`config.mk`:
```
export PLATFORM = sky130hd
export DESIGN_NAME = output_port_lookup_six_ports_flat
export DESIGN_NICKNAME = d
export VERILOG_FILES = /design/src/rtl/tsn_switch_pkg.sv /design/src/rtl/output_port_lookup_six_ports_if.sv /design/src/rtl/output_port_lookup_six_ports_mac_lookup_table.sv /design/src/rtl/output_port_lookup_six_ports.sv /design/src/flat_wrapper.sv
export SDC_FILE = /design/constraint.sdc
export NUM_CORES = 2
export LEC_CHECK = 0
export CAP_MARGIN = 15
export CORE_MARGIN = 4
export CORE_UTILIZATION = 45
export CTS_BUF_LIST = sky130_fd_sc_hd__clkbuf_4
export CTS_CLUSTER_DIAMETER = 200
export DETAILED_ROUTE_END_ITERATION = 8
export DONT_BUFFER_PORTS = 1
export MAX_ROUTING_LAYER = met4
export PLACE_DENSITY_LB_ADDON = 0.12
export SLEW_MARGIN = 20
export SYNTH_ARGS = -nofsm -noshare
export SYNTH_HDL_FRONTEND = slang
export SYNTH_HIERARCHICAL = 1
export SYNTH_SLANG_ARGS = --single-unit
```
`constraint.sdc`:
```
create_clock -name axis_aclk -period 27.9 [get_ports axis_aclk]
set_clock_uncertainty 0.2 [all_clocks]
set_input_delay 4.185 -clock axis_aclk [delete_from_list [all_inputs] [get_ports axis_aclk]]
set_output_delay 4.185 -clock axis_aclk [all_outputs]
set_load 0.005 [all_outputs]
```
`src/rtl/tsn_switch_pkg.sv`:
```
// Shared constants for the TSN switch datapath: tuser field layout, Ethernet header
// byte offsets and the header-FSM state encoding.
package tsn_switch_pkg;

  localparam int NUM_PORTS = 6;

  localparam int TUSER_LEN_LSB = 0;
  localparam int TUSER_LEN_W   = 16;
  localparam int TUSER_SRC_LSB = 16;
  localparam int TUSER_DST_LSB = 24;
  localparam int TUSER_PORT_W  = 8;
  localparam int TUSER_PCP_LSB = 32;
  localparam int PCP_W         = 3;

  localparam logic [15:0] ETH_TYPE_VLAN = 16'h8100;

  localparam int HDR_DMAC_BYTE  = 0;
  localparam int HDR_SMAC_BYTE  = 6;
  localparam int HDR_ETYPE_BYTE = 12;
  localparam int HDR_TCI_BYTE   = 14;

  localparam logic [1:0] ST_HDR  = 2'd0;
  localparam logic [1:0] ST_BODY = 2'd1;
  localparam logic [1:0] ST_DROP = 2'd2;

endpackage

```
`src/rtl/output_port_lookup_six_ports_if.sv`:
```
// AXI-Stream bundle used on both sides of the output port lookup stage.
interface output_port_lookup_six_ports_if #(
  parameter int DATA_W = 256,
  parameter int USER_W = 128
) ();

  logic [DATA_W-1:0]   tdata;
  logic [DATA_W/8-1:0] tkeep;
  logic [USER_W-1:0]   tuser;
  logic                tvalid;
  logic                tready;
  logic                tlast;

  modport master (output tdata, tkeep, tuser, tvalid, tlast, input tready);
  modport slave  (input tdata, tkeep, tuser, tvalid, tlast, output tready);

endinterface

```
`src/rtl/output_port_lookup_six_ports_mac_lookup_table.sv`:
```
// Static forwarding table: per-entry MAC/ports/valid storage, parallel DMAC compare
// and a lowest-index-wins resolver for a previously captured hit vector.
module mac_lookup_table #(
  parameter int NUM_ENTRIES = 16,
  parameter int NUM_PORTS   = 6
) (
  input  logic                           clk,
  input  logic                           rst,
  input  logic                           i_wrEn,
  input  logic [$clog2(NUM_ENTRIES)-1:0] i_addr,
  input  logic [47:0]                    i_mac,
  input  logic [NUM_PORTS-1:0]           i_ports,
  input  logic                           i_valid,
  input  logic [47:0]                    i_dmac,
  output logic [NUM_ENTRIES-1:0]         o_hitVec,
  input  logic [NUM_ENTRIES-1:0]         i_hitSel,
  output logic                           o_anyHit,
  output logic [NUM_PORTS-1:0]           o_ports
);

  logic [NUM_ENTRIES-1:0] r_valid;
  logic [47:0]            r_mac   [NUM_ENTRIES];
  logic [NUM_PORTS-1:0]   r_ports [NUM_ENTRIES];

  always_ff @(posedge clk or posedge rst) begin
    if (rst) begin
      r_valid <= '0;
      for (int i = 0; i < NUM_ENTRIES; i++) begin
        r_mac[i]   <= '0;
        r_ports[i] <= '0;
      end
    end else if (i_wrEn) begin
      r_valid[i_addr] <= i_valid;
      r_mac[i_addr]   <= i_mac;
      r_ports[i_addr] <= i_ports;
    end
  end

  always_comb begin
    o_hitVec = '0;
    for (int i = 0; i < NUM_ENTRIES; i++) begin
      o_hitVec[i] = r_valid[i] & (r_mac[i] == i_dmac);
    end
  end

  // Scan downwards so the lowest-index hit is the last one written.
  always_comb begin
    o_anyHit = |i_hitSel;
    o_ports  = '0;
    for (int i = NUM_ENTRIES - 1; i >= 0; i--) begin
      if (i_hitSel[i]) begin
        o_ports = r_ports[i];
      end
    end
  end

endmodule

```
`src/rtl/output_port_lookup_six_ports.sv`:
```
// Two-stage output port lookup: stage A captures the beat and table hits, stage B holds
// the beat with the destination mask and PCP written into tuser.
module output_port_lookup_six_ports #(
  parameter int C_AXIS_DATA_WIDTH  = 256,
  parameter int C_AXIS_TUSER_WIDTH = 128,
  parameter int NUM_PORTS          = tsn_switch_pkg::NUM_PORTS,
  parameter int NUM_ENTRIES        = 16,
  parameter int DEFAULT_PCP        = 0
) (
  input  logic                           axis_aclk,
  input  logic                           axis_reset,
  output_port_lookup_six_ports_if.slave  s_axis,
  output_port_lookup_six_ports_if.master m_axis,
  input  logic                           cfg_wr_en,
  input  logic [$clog2(NUM_ENTRIES)-1:0] cfg_addr,
  input  logic [47:0]                    cfg_mac,
  input  logic [NUM_PORTS-1:0]           cfg_ports,
  input  logic                           cfg_valid,
  output logic                           pkt_fwd,
  output logic                           pkt_drop
);
  import tsn_switch_pkg::*;

  localparam int KW = C_AXIS_DATA_WIDTH / 8;

  logic                          r_vA, r_vB, r_lastA, r_lastB, r_hdrB;
  logic [C_AXIS_DATA_WIDTH-1:0]  r_dataA, r_dataB;
  logic [KW-1:0]                 r_keepA, r_keepB;
  logic [C_AXIS_TUSER_WIDTH-1:0] r_userA, r_userB;
  logic [NUM_ENTRIES-1:0]        r_hitA;
  logic [1:0]                    r_state;
  logic                          r_pktFwd, r_pktDrop;

  logic                          w_rdyA, w_rdyB, w_xferA, w_loadB, w_isHdr, w_group, w_anyHit;
  logic [47:0]                   w_dmac;
  logic [15:0]                   w_etype;
  logic [PCP_W-1:0]              w_pcp;
  logic [NUM_ENTRIES-1:0]        w_hitVec;
  logic [NUM_PORTS-1:0]          w_tablePorts, w_src, w_mask;
  logic [C_AXIS_TUSER_WIDTH-1:0] w_userOut;
  logic [1:0]                    w_stateNext;

  assign w_rdyB        = ~r_vB | m_axis.tready;
  assign w_rdyA        = ~r_vA | w_rdyB;
  assign w_xferA       = r_vA & w_rdyB;
  assign s_axis.tready = w_rdyA;

  // Frame byte 0 is the most significant byte of the table's MAC representation.
  always_comb begin
    w_dmac = '0;
    for (int k = 0; k < 6; k++) begin
      w_dmac[47-8*k -: 8] = s_axis.tdata[8*(HDR_DMAC_BYTE+k) +: 8];
    end
  end

  mac_lookup_table #(
    .NUM_ENTRIES (NUM_ENTRIES),
    .NUM_PORTS   (NUM_PORTS)
  ) u_table (
    .clk      (axis_aclk),
    .rst      (axis_reset),
    .i_wrEn   (cfg_wr_en),
    .i_addr   (cfg_addr),
    .i_mac    (cfg_mac),
    .i_ports  (cfg_ports),
    .i_valid  (cfg_valid),
    .i_dmac   (w_dmac),
    .o_hitVec (w_hitVec),
    .i_hitSel (r_hitA),
    .o_anyHit (w_anyHit),
    .o_ports  (w_tablePorts)
  );

  assign w_group = r_dataA[8*HDR_DMAC_BYTE];
  assign w_etype = {r_dataA[8*HDR_ETYPE_BYTE +: 8], r_dataA[8*(HDR_ETYPE_BYTE+1) +: 8]};
  assign w_pcp   = (w_etype == ETH_TYPE_VLAN) ? r_dataA[8*HDR_TCI_BYTE+5 +: PCP_W]
                                              : PCP_W'(DEFAULT_PCP);
  assign w_src   = r_userA[TUSER_SRC_LSB +: NUM_PORTS];
  assign w_mask  = ((w_group | ~w_anyHit) ? {NUM_PORTS{1'b1}} : w_tablePorts) & ~w_src;
  assign w_isHdr = (r_state == ST_HDR);
  assign w_loadB = w_xferA & ((w_isHdr & (|w_mask)) | (r_state == ST_BODY));

  always_comb begin
    w_userOut = r_userA;
    if (w_isHdr) begin
      w_userOut[TUSER_DST_LSB +: TUSER_PORT_W] = '0;
      w_userOut[TUSER_DST_LSB +: NUM_PORTS]    = w_mask;
      w_userOut[TUSER_PCP_LSB +: PCP_W]        = w_pcp;
    end
  end

  always_comb begin
    w_stateNext = r_state;
    if (w_xferA) begin
      case (r_state)
        ST_HDR:  if (!r_lastA) w_stateNext = (|w_mask) ? ST_BODY : ST_DROP;
        ST_BODY: if (r_lastA)  w_stateNext = ST_HDR;
        ST_DROP: if (r_lastA)  w_stateNext = ST_HDR;
        default: w_stateNext = ST_HDR;
      endcase
    end
  end

  always_ff @(posedge axis_aclk or posedge axis_reset) begin
    if (axis_reset) begin
      r_vA    <= 1'b0;
      r_dataA <= '0;
      r_keepA <= '0;
      r_userA <= '0;
      r_lastA <= 1'b0;
      r_hitA  <= '0;
    end else if (w_rdyA) begin
      r_vA <= s_axis.tvalid;
      if (s_axis.tvalid) begin
        r_dataA <= s_axis.tdata;
        r_keepA <= s_axis.tkeep;
        r_userA <= s_axis.tuser;
        r_lastA <= s_axis.tlast;
        r_hitA  <= w_hitVec;
      end
    end
  end

  always_ff @(posedge axis_aclk or posedge axis_reset) begin
    if (axis_reset) begin
      r_vB    <= 1'b0;
      r_dataB <= '0;
      r_keepB <= '0;
      r_userB <= '0;
      r_lastB <= 1'b0;
      r_hdrB  <= 1'b0;
    end else if (w_rdyB) begin
      r_vB <= w_loadB;
      if (w_loadB) begin
        r_dataB <= r_dataA;
        r_keepB <= r_keepA;
        r_userB <= w_userOut;
        r_lastB <= r_lastA;
        r_hdrB  <= w_isHdr;
      end
    end
  end

  // Forward pulse follows the header leaving stage B; drop pulse follows the drop decision.
  always_ff @(posedge axis_aclk or posedge axis_reset) begin
    if (axis_reset) begin
      r_state   <= ST_HDR;
      r_pktFwd  <= 1'b0;
      r_pktDrop <= 1'b0;
    end else begin
      r_state   <= w_stateNext;
      r_pktFwd  <= r_vB & m_axis.tready & r_hdrB;
      r_pktDrop <= w_xferA & w_isHdr & ~(|w_mask);
    end
  end

  assign m_axis.tvalid = r_vB;
  assign m_axis.tdata  = r_dataB;
  assign m_axis.tkeep  = r_keepB;
  assign m_axis.tuser  = r_userB;
  assign m_axis.tlast  = r_lastB;
  assign pkt_fwd       = r_pktFwd;
  assign pkt_drop      = r_pktDrop;

endmodule

```
`src/flat_wrapper.sv`:
```
// flat-port wrapper written by rule: the top's interface ports become plain ports
module output_port_lookup_six_ports_flat import tsn_switch_pkg::*;
#(
  parameter int C_AXIS_DATA_WIDTH  = 256,
  parameter int C_AXIS_TUSER_WIDTH = 128,
  parameter int NUM_PORTS          = tsn_switch_pkg::NUM_PORTS,
  parameter int NUM_ENTRIES        = 16,
  parameter int DEFAULT_PCP        = 0
)
  (axis_aclk, axis_reset, cfg_wr_en, cfg_addr, cfg_mac, cfg_ports, cfg_valid, pkt_fwd, pkt_drop, s_axis_tdata, s_axis_tkeep, s_axis_tuser, s_axis_tvalid, s_axis_tlast, s_axis_tready, m_axis_tdata, m_axis_tkeep, m_axis_tuser, m_axis_tvalid, m_axis_tlast, m_axis_tready);
  output_port_lookup_six_ports_if #(.DATA_W((256)), .USER_W((128))) s_axis_i ();
  output_port_lookup_six_ports_if #(.DATA_W((256)), .USER_W((128))) m_axis_i ();
  input  logic axis_aclk;
  input  logic axis_reset;
  input  logic cfg_wr_en;
  input  logic [$clog2(NUM_ENTRIES)-1:0] cfg_addr;
  input  logic [47:0] cfg_mac;
  input  logic [NUM_PORTS-1:0] cfg_ports;
  input  logic cfg_valid;
  output logic pkt_fwd;
  output logic pkt_drop;
  input wire logic [$bits(s_axis_i.tdata)-1:0] s_axis_tdata;
  input wire logic [$bits(s_axis_i.tkeep)-1:0] s_axis_tkeep;
  input wire logic [$bits(s_axis_i.tuser)-1:0] s_axis_tuser;
  input wire logic [$bits(s_axis_i.tvalid)-1:0] s_axis_tvalid;
  input wire logic [$bits(s_axis_i.tlast)-1:0] s_axis_tlast;
  output wire logic [$bits(s_axis_i.tready)-1:0] s_axis_tready;
  output wire logic [$bits(m_axis_i.tdata)-1:0] m_axis_tdata;
  output wire logic [$bits(m_axis_i.tkeep)-1:0] m_axis_tkeep;
  output wire logic [$bits(m_axis_i.tuser)-1:0] m_axis_tuser;
  output wire logic [$bits(m_axis_i.tvalid)-1:0] m_axis_tvalid;
  output wire logic [$bits(m_axis_i.tlast)-1:0] m_axis_tlast;
  input wire logic [$bits(m_axis_i.tready)-1:0] m_axis_tready;
  assign s_axis_i.tdata = s_axis_tdata;
  assign s_axis_i.tkeep = s_axis_tkeep;
  assign s_axis_i.tuser = s_axis_tuser;
  assign s_axis_i.tvalid = s_axis_tvalid;
  assign s_axis_i.tlast = s_axis_tlast;
  assign s_axis_tready = s_axis_i.tready;
  assign m_axis_tdata = m_axis_i.tdata;
  assign m_axis_tkeep = m_axis_i.tkeep;
  assign m_axis_tuser = m_axis_i.tuser;
  assign m_axis_tvalid = m_axis_i.tvalid;
  assign m_axis_tlast = m_axis_i.tlast;
  assign m_axis_i.tready = m_axis_tready;
  output_port_lookup_six_ports #(.C_AXIS_DATA_WIDTH(C_AXIS_DATA_WIDTH), .C_AXIS_TUSER_WIDTH(C_AXIS_TUSER_WIDTH), .NUM_PORTS(NUM_PORTS), .NUM_ENTRIES(NUM_ENTRIES), .DEFAULT_PCP(DEFAULT_PCP)) u_core (.axis_aclk(axis_aclk), .axis_reset(axis_reset), .s_axis(s_axis_i), .m_axis(m_axis_i), .cfg_wr_en(cfg_wr_en), .cfg_addr(cfg_addr), .cfg_mac(cfg_mac), .cfg_ports(cfg_ports), .cfg_valid(cfg_valid), .pkt_fwd(pkt_fwd), .pkt_drop(pkt_drop));
endmodule
```
# [After elaboration in Yosys (flattened, before gate mapping)]
# Index checks and enable logic that the tools add are counted.
[totals] register_bits=1737
[classes] n_mux=32 n_reduce_logical=9 eq_ne=21 n_bitwise=34 order_cmp=4
[op_table] op="$bwmux 768" count=1
[op_table] op="$eq 48x48->1" count=16
[op_table] op="$demux 48 s4" count=1
[op_table] op="$mux 6" count=18
[op_table] op="$bwmux 96" count=1
[op_table] op="$mux 48" count=1
[op_table] op="$demux 6 s4" count=1
[op_table] op="$and 1x1->1" count=23
[op_table] op="$bwmux 16" count=1
[op_table] op="$eq 16x16->1 const B" count=1
[op_table] op="$reduce_or 16->1" count=1
[op_table] op="$mux 11" count=1
[op_table] op="$and 6x6->6" count=1
[op_table] op="$mux 2" count=3
[op_table] op="$not 6->6" count=1
[op_table] op="$reduce_or 6->1" count=1
[op_table] op="$ge 5x5->1 const B" count=1
[op_table] op="$lt 4x5->1 const B" count=1
[op_table] op="$lt 5x1->1 const B" count=1
[op_table] op="$not 4->5" count=1
[op_table] op="$demux 1 s4" count=1
[op_table] op="$ge 4x1->1 const B" count=1
[op_table] op="$not 1->1" count=4
[op_table] op="$or 1x1->1" count=4
[op_table] op="other kinds (12)" count=14

# [Logic depth before layout (Yosys ltp)]
[depth] word_depth=23 depth_mapped=14

# [Modules after synthesis]
# Netlist, hierarchy kept.
[by_module_without_submodules] mod="mac_lookup_table" instances=1 area_each_um2=42299.3 cells_each=3298 seq_area_each_um2=22021.1
[by_module_without_submodules] mod="output_port_lookup_six_ports" instances=1 area_each_um2=32293.5 cells_each=1863 seq_area_each_um2=21445.6

# [Worst setup path after synthesis]
# Ideal clock, no wire load.
[synth_path] path_type="input-to-output" start="in m_axis_tready" end="out s_axis_tready" t_arrival_ns=4.364 required_ns=23.515 setup_slack_ns=19.151 cell_stages=1 n_path_buf=0 cell_sequence="nand3b_1"
[synth_via] elab_chain_cells=2
[synth_rtl] element="start, declared" line_no="flat_wrapper.sv:33" source="input wire logic [$bits(m_axis_i.tready)-1:0] m_axis_tready;"
[synth_rtl] element="$or 1x1->1" line_no="output_port_lookup_six_ports.sv:43" source="assign w_rdyB = ~r_vB | m_axis.tready;"
[synth_rtl] element="$or 1x1->1" line_no="output_port_lookup_six_ports.sv:44" source="assign w_rdyA = ~r_vA | w_rdyB;"
[synth_rtl] element="end, declared" line_no="flat_wrapper.sv:27" source="output wire logic [$bits(s_axis_i.tready)-1:0] s_axis_tready;"
# No other way between the ends.

# [Final worst setup path]
# Ends and elaborated chain as after synthesis.

==> metrics <==
register area share after synthesis 0.583; Rel. slew slack 0.199; setup repair after global routing missed its margin false; number of placement rows 149; Ys Warns 6; number of synthesized register bits 1737; leakage power 35.9 nW; CP peak stage delay 310 ps; vias in the first global route 46144; max-cap viol count 0; Critical Path Slowest Stage Cell nand3b_1; Worst IR Drop VDD 69.9 uV; # DRC 0; DR WL/cell 33.2 um; Synth top cells by count 1737 x dfrtp_1, 983 x mux2_2, 617 x mux2_1, 458 x xor2_1, 231 x clkbuf_1; total congestion overflow 0; Max Freq 113 MHz; Yosys top cell area share 0.583; maximum clock path buffer count 4; share of post-route cells with drive strength above 1 0.338; clk_lat worst skew 1390 ps; core area 0.165 mm^2; DP Wirelength 168 mm; die width 415 um; I/O Buffers 0; global-route usage over all layers 0.308; synthesized area per cell 14.5 um^2; power per cell area 92.6 mW/mm^2; syn nets 5644; Final Hold Fails 0; Vias/cell 5.72; HP Class flip-flop to flip-flop; fin crit share 0.318; startpoint types input port; H-tree levels 5; distinct cell type count of the synthesized netlist 63; mapped cell area 0.0746 mm^2; vias 45187; clock slew at reported path FFs 60 ps; Synth async-reset ratio 1.00; Initial Util 0.453; top cell type by total area after synthesis dfrtp_1; CP arrival 4490 ps; hold buffer count at CTS 0; cell with the most instances after synthesis dfrtp_1; Detailed Route WL 262 mm; Top-Level Pins 902; crit-path cells nand3b_1; Area contributors post-synth dfrtp_1 58%, mux2_2 15%, mux2_1 9.3%, xor2_1 5.4%, xnor2_1 2.7%; die footprint 0.172 mm^2; ANT nets after route 0; TritonCTS buffer count 478; slew of the pin with the lowest slew margin 1190 ps; # clock sinks 1737; CP Buf/Inv Count 0; Area Overhead vs Synth 10.5%; Synth Flop Type dfrtp_1; Final Max Slew Viols 0; setup TNS 0 ps; Final Setup Violations 0; nets 5823; routability cong. 0.918; pin count of the biggest net entering global routing 172; DRT iter0 DRCs 3540; first-pass GRT wire length 366 mm; Place WS 19030 ps; Die Height 415 um; minimum clock period 8880 ps; CP Max Fanout 3; data required time of the worst path 23520 ps; status finished, final reports clean; setup ws final 19020 ps; CTS tree yes; EDFF count, synth 0; initial antenna violation count 104; gate count of the mapped netlist 5161; Post-CTS Setup Bufs 0; delay-heaviest family, CP simple AND/OR/NAND/NOR gates; CP endpoint kind output port; CTS root buf clkbuf_4; Initial DRT Pass Iterations 7; post-CTS sizing 0; Setup CP Type input port to output port
## cells by family after synthesis
group	after synthesis	share of synthesized area
DFF	1737	0.583
muxes	1700	0.262
xor gates and xnor gates	687	0.0807
buffers and inverters	424	0.0239
and+or+nand+nor	400	0.0309
AOI/OAI and AO/OA	211	0.0198
adders and majority gates	2	0.000335
## placed cells by master (no fill, tap or decap), types with 62 or more instances in the layout
cell,count
dfrtp_1,1737
mux2_2,983
clkbuf_4,736
mux2_1,617
xor2_1,458
xnor2_1,229
nor4_1,134
mux2_4,100
nand4_1,78
clkinv_1,62
inv_1,62
## report_power, final
| part | internal [mW] | leakage, nW | switching [mW] |
|---|---|---|---|
| sequential | 3.26 | 20.8 | 0.698 |
| clock | 1.20 | 3.54 | 1.06 |
| combinational | 0.872 | 11.6 | 0.552 |
## metal layers
metal / vias up / track usage / part of all wire
met5: - / - / 0
met4: 0 / 0.104 / 0.032
met3: 489 / 0.0771 / 0.070
met2: 1842 / 0.494 / 0.49
met1: 24017 / 0.382 / 0.41
li1: 18839 / - / -
## cell type report
| type | count | area [um^2] |
|---|---|---|
| Antenna cell | 40 | 100 |
| Clock buffer | 736 | 5530 |
| Clock inverter | 69 | 328 |
| Fill cell | 14581 | 82400 |
| Inverter | 78 | 303 |
| Multi-Input combinational cell | 3000 | 29500 |
| Sequential cell | 1737 | 43500 |
| Tap cell | 2189 | 2740 |
| Timing Repair Buffer | 45 | 502 |
## worst paths after layout
check	from	endpoint	slack, ps	depth (start not counted)
setup reg to reg	u_core/r_hitA[2]$_DFFE_PP0P_	u_core/m_axis.tdata[30]$_DFFE_PP0P_	21890	13
min in group asynchronous	axis_reset	u_core/u_table/r_mac[381]$_DFFE_PP0P_	2560	1
max in group asynchronous	axis_reset	u_core/m_axis.tuser[43]$_DFFE_PP0P_	21890	5
hold reg to reg	u_core/r_userA[9]$_DFFE_PP0P_	u_core/m_axis.tuser[9]$_DFFE_PP0P_	180	1
hold / removal	u_core/r_userA[9]$_DFFE_PP0P_	u_core/m_axis.tuser[9]$_DFFE_PP0P_	180	1
setup / recovery	m_axis_tready	s_axis_tready	19020	1
## stage by stage
step	area, um^2	hold slack (ps)	std cells	power [mW]	utilization
after floorplan	74600	251	5161	4.95	-
after global placement	76400	262	7047	5.37	0.464
after detailed placement	76400	273	7047	5.43	0.464
after CTS	82300	188	7852	7.70	0.499
after global routing	82400	194	7879	8.04	0.500
final	82400	180	7894	7.64	0.500
## registers in the layout, summed over array words and instances, names as in the netlist
name	cells
u_core/u_table/r_mac	768
u_core/pkt_fwd	1
u_core/m_axis.tvalid	1
u_core/m_axis.tuser	128
u_core/u_table/r_valid	16
u_core/pkt_drop	1
u_core/m_axis.tkeep	32
u_core/r_hdrB	1
u_core/m_axis.tdata	256
u_core/r_state	2
u_core/r_keepA	32
u_core/r_userA	128
u_core/m_axis.tlast	1
u_core/u_table/r_ports	96
u_core/r_vA	1
u_core/r_lastA	1
u_core/r_hitA	16
u_core/r_dataA	256
Power figures use the tool's default switching activity.
